### config.mk
export PLATFORM = sky130hd
export DESIGN_NAME = shift_reg
export DESIGN_NICKNAME = d
export VERILOG_FILES = /design/src/rtl/huff_pkg.sv /design/src/rtl/shift_reg.sv
export SDC_FILE = /design/constraint.sdc
export NUM_CORES = 1
export LEC_CHECK = 0
export BUFFER_PORTS_ARGS = -buffer_cell sky130_fd_sc_hd__buf_4
export CORE_AREA = 5 5 42 44
export DETAILED_ROUTE_END_ITERATION = 10
export DIE_AREA = 0 0 47 49
export GPL_ROUTABILITY_DRIVEN = 0
export MAX_ROUTING_LAYER = met4
export PLACE_DENSITY = 0.78
export SYNTH_ARGS = -nofsm -noshare
export SYNTH_HDL_FRONTEND = slang
export SYNTH_SLANG_ARGS = --single-unit
### constraint.sdc
create_clock -name clk -period 1.6 [get_ports clk]
set_input_delay 0.16 -clock clk [delete_from_list [all_inputs] [get_ports clk]]
set_output_delay 0.16 -clock clk [all_outputs]
set_load 0.02 [all_outputs]
### src/rtl/huff_pkg.sv
// Shared Huffman decoder definitions.
// Holds the default code length and the bit-count type. The decoder table and
// the shift_reg front end both use these, so their widths always agree.
package huff_pkg;

  localparam int HUFF_MAX_CODE = 9;   // longest Huffman code, in bits
  localparam int HUFF_CNT_W    = 4;   // width of the gathered-bit counter

  typedef logic [HUFF_CNT_W-1:0] huff_cnt_t;

endpackage

### src/rtl/shift_reg.sv
// shift_reg: serial-in, parallel-out bit accumulator for the Huffman decoder.
// Each loaded bit enters at the LSB. A saturating counter tracks how many code
// bits have been gathered, so match logic can compare {bits, count} against
// the code table. Reset clears all state between codewords.
//
// Ports:
//   clk     rising-edge clock
//   reset   asynchronous active-low reset; clears bits, count (and ovf)
//   load    shift-enable; in_bit is captured at a clk edge when 1
//   in_bit  next code bit, MSB of the code first
//   bits    accumulated code, right-aligned, newest bit in bits[0]
//   count   number of bits captured, saturating at MAX_CODE
//   full    count == MAX_CODE
//   ovf     (only with SHIFT_REG_OVF_EN) sticky: a load arrived while full
//
// Build option: define SHIFT_REG_OVF_EN to add the ovf output.
module shift_reg
  import huff_pkg::*;
#(
  parameter int MAX_CODE = HUFF_MAX_CODE   // legal 2..15 (count is 4 bits)
) (
  input  logic                clk,
  input  logic                reset,
  input  logic                load,
  input  logic                in_bit,
  output logic [MAX_CODE-1:0] bits,
  output huff_cnt_t           count,
`ifdef SHIFT_REG_OVF_EN
  output logic                ovf,
`endif
  output logic                full
);

  localparam huff_cnt_t CNT_MAX = huff_cnt_t'(MAX_CODE);

  generate
    if (MAX_CODE < 2 || MAX_CODE > 15) begin : g_bad_param
      $error("shift_reg: MAX_CODE must be in 2..15");
    end
  endgenerate

  // Shift register and saturating counter share one flop block. Because the
  // register only ever left-shifts from zero, positions at or above count
  // stay 0 without any masking.
  always_ff @(posedge clk or negedge reset) begin
    if (!reset) begin
      bits  <= '0;
      count <= '0;
`ifdef SHIFT_REG_OVF_EN
      ovf   <= 1'b0;
`endif
    end else if (load) begin
      bits <= {bits[MAX_CODE-2:0], in_bit};
      if (count != CNT_MAX) count <= count + huff_cnt_t'(1);
`ifdef SHIFT_REG_OVF_EN
      // A load into a full register means the code is longer than MAX_CODE.
      if (count == CNT_MAX) ovf <= 1'b1;
`endif
    end
  end

  // Decoded from registered count only; no path from load/in_bit.
  assign full = (count == CNT_MAX);

endmodule

Yosys cells after proc, flatten, opt, wreduce, memory -nomap -nowiden
Cells that the tools add are included.
- register bits after elaboration: 13
- input bits: 4
- output and inout port bits: 14
- word-level logic and storage cells: 6
- add/subtract/negate cells: 1
- equality and inequality tests: 2
- reductions and logical operators: 1
- operators by type and width (operator ; number):
    $add A4 B1 Y4 const B ; 1
    $eq A4 B4 Y1 const B ; 1
    $ne A4 B4 Y1 const B ; 1
    $reduce_and A2 Y1 ; 1

Longest topological paths before layout
- depth in word-level cells: 2
- mapped depth: 5

Worst setup path before layout
No wires, ideal clock.
- path type: reg2out
- from: reg count[0]
- to: out full
- data arrival time: 1122 ps
- required time: 1440 ps
- path slack: 318 ps
- cell stages (with the launch flop): 4
- path buffers: 0
- cells stage by stage: dfrtp_1 ha_1 nand2_1 nor2_1
- cells in the longest elaborated chain, start to end: 1
- ends and longest elaborated chain (item ; RTL line ; source):
    from (decl) ; shift_reg.sv:27 ; output huff_cnt_t count,
    from (signal assigned) ; shift_reg.sv:54 ; if (count != CNT_MAX) count <= count + huff_cnt_t'(1);
    $eq A4 B4 Y1 ; shift_reg.sv:63 ; assign full = (count == CNT_MAX);
    to (decl) ; shift_reg.sv:31 ; output logic full
No other way between the ends.

Worst setup path after layout
Same ends and word-level chain as after synthesis.

==> results.py <==
metrics = {
    "clocking": {
        "htreeDepth": 1,
        "path_clk_slew_ns": 0.07,
        "clock_sinks": 13,
        "cts_root_buffer": "clkbuf_4",
        "cts_tree": "yes",
        "clk_latency_ns": 0.27,
        "clockBufferDepth": 2,
        "numCtsBuffers": 3,
    },
    "synth": {
        "syn-cell-area_um2": 556.8,
        "ys_types": 14,
        "synthTopCellsByArea": "dfrtp_1 58%, mux2_2 18%, ha_1 4.5%",
        "yosysSeqAreaShare": 0.5843,
        "synth_seq_cells": 13,
        "yosysWarnings": 0,
        "synth.net_count": 43,
        "syn_avg_cell_area_um2": 15.05,
        "yosys.area.top_type": "dfrtp_1",
        "post-synth-top-area-fraction": 0.5843,
        "syn_inst": 37,
    },
    "timing": {
        "clock_skew_ns": 0.0002560,
        "period_share": 0.9156,
        "timing.slew.headroom": 0.8253,
        "setup-tns-final_ns": 0,
        "setup_viol": 0,
        "post-route-min-period_ns": 1.465,
        "rsz0062_at_grt": "no",
        "max_freq_mhz": 682.6,
        "maxSlewViolCount": 0,
        "final_hold_viol_count": 0,
        "worst_pin_slew_ns": 0.2621,
    },
    "setup_path": {
        "startpoint_type": "register",
        "cp_max_fo": 5,
        "cp-end-kind": "output port",
        "required_ns": 1.44,
        "arrival_ns": 1.31,
        "critical_path_class": "register to output port",
        "r2r_cells": 4,
    },
    "floorplan": {
        "die_h_um": 49,
        "die_width_um": 47,
        "initial_core_util": 0.3973,
        "num_io_pins": 18,
        "core_area_um2": 1401,
        "die-area_um2": 2303,
        "num_rows": 14,
    },
    "routing": {
        "firstDrtPassIters": 3,
        "first_iter_violations": 1,
        "drc": 0,
        "viasPerCell": 4.784,
        "antenna_left": 0,
        "wl_per_cell_um": 12.26,
        "finalWirelength_um": 907,
        "vias": 354,
    },
    "global_routing": {
        "grt_pass1_vias": 350,
        "antenna_found_initial": 0,
        "grt_overflow": 0,
        "grt_pass1_wl_mm": 1.531,
        "grt_max_degree": 14,
        "grtUsageTotal": 0.09457,
    },
    "cells_and_area": {
        "nets": 65,
        "layout-area-overhead-vs-synth_pct": 31.24,
        "fin_cells": 74,
        "drive_above_1_share": 0.5690,
        "n_antenna_cell": 0,
    },
    "power": {
        "pwr-share-comb": 0.423,
        "power_density_nw_per_um2": 1869,
        "p_clk_frac": 0.145,
        "power.internal_uw": 833.0,
        "sequentialPowerShare": 0.433,
        "vdd_drop_max_mv": 0.7886,
        "power_switching_uw": 532.5,
        "p_leak_nw": 0.3460,
        "p_sw_frac": 0.3900,
    },
    "placement": {
        "io_buffers": 17,
        "placed_cells": 69,
        "dpl.hpwl_um": 686.4,
    },
    "min_path": {
        "hold_depth": 2,
        "hp-class": "input port to register",
    },
    "run_status": {
        "status": "finished clean",
    },
    "job": {
        "timing.max_cap.violations": 0,
    },
}
-- synthesized netlist by cell type --
cell type,n
dfrtp_1,13
mux2_2,9
nand2_1,3
ha_1,2
buf_6,1
inv_1,1
mux2i_1,1
nand3_1,1
nand4_4,1
nor2_1,1
o21ai_0,1
o21ai_2,1
xnor2_1,1
xnor2_2,1
-- worst max-delay path, cell delays in order, from the launching register on --
cell	delay, ns
dfrtp_1	0.47
ha_1	0.23
nand2_1	0.11
nor2_1	0.06
buf_4	0.16
-- through the flow --
| step | worst slack (ns) | hold WS (ns) | util | total power, mW | cell area (um2) |
|---|---|---|---|---|---|
| final | 0.1350 | 0.1163 | 0.5214 | 1.366 | 730.7 |
| after global routing | 0.009678 | 0.1188 | 0.5214 | 1.455 | 730.7 |
| after CTS | 0.1065 | 0.1048 | 0.5205 | 1.388 | 729.5 |
| after detailed placement | 0.3975 | 0.009732 | 0.4946 | 1.181 | 693.2 |
| after global placement | 0.4238 | 0.008182 | 0.4946 | 1.164 | 693.2 |
| after floorplan | 0.3177 | -0.1356 | - | 0.9174 | 556.8 |
-- layout by cell type (no fill, tap or decap), drive strengths merged --
cell / instances
xnor2: 2
mux2i: 1
inv: 1
nor2: 1
dlygate4sd3: 1
buf: 17
nand3: 1
clkbuf: 4
o21ai: 2
nand4: 1
mux2: 9
ha: 2
nand2: 3
dfrtp: 13
-- routing by layer --
metal | vias up | share of wire | GRT usage
li1 | 167 | - | -
met1 | 174 | 0.46 | 0.1336
met2 | 11 | 0.45 | 0.1199
met3 | 2 | 0.067 | 0.02214
met4 | 0 | 0.024 | 0.05530
met5 | - | 0 | -
-- cell families (layout without fill, tap and decap cells) --
family	Yosys count	in the layout	synth area share
flops	13	13	0.5843
buf+inv	2	23	0.02696
simple gates	6	6	0.07414
fa+ha+maj	2	2	0.04494
mux	10	10	0.2000
xor+xnor	2	2	0.04495
compound gates	2	2	0.02471
-- sequential cells by signal, indices dropped and copies added, names as in the netlist --
register / count
count: 4
bits: 9
-- power groups by stage --
stage               Combinational (mW)  Sequential [mW]  Clock, mW
CTS                              0.589            0.589      0.211
finish                           0.577            0.591      0.197
floorplan                        0.198            0.719          0
global route                     0.618            0.607      0.230
detailed placement               0.588            0.593          0
global placement                 0.578            0.587          0
-- cell type report --
type                            count  area, um2
Multi-Input combinational cell     22      216.5
Clock buffer                        4      26.28
Inverter                            1      3.754
Fill cell                         137      670.6
Timing Repair Buffer               18      137.6
Sequential cell                    13      326.6
Tap cell                           16      20.02
-- what timing repair did --
action                     4_1_cts  5_1_grt
buffers inserted                 0        0
hold buffers                     1        0
resized for setup                0        1
hold endpoints to repair        13        0
setup endpoints to repair        0        1
-- final timing paths --
path / end / slack (ns) / startpoint
max: full / 0.13 / count[0]
min: bits[0] / 0.12 / in_bit
max reg2reg: count[1] / 0.39 / count[0]
min reg2reg: bits[8] / 0.52 / bits[8]
max in group asynchronous: count[1] / 1.18 / reset
min in group asynchronous: bits[6] / 0.26 / reset
No activity file was read; power rests on OpenSTA's default activity.
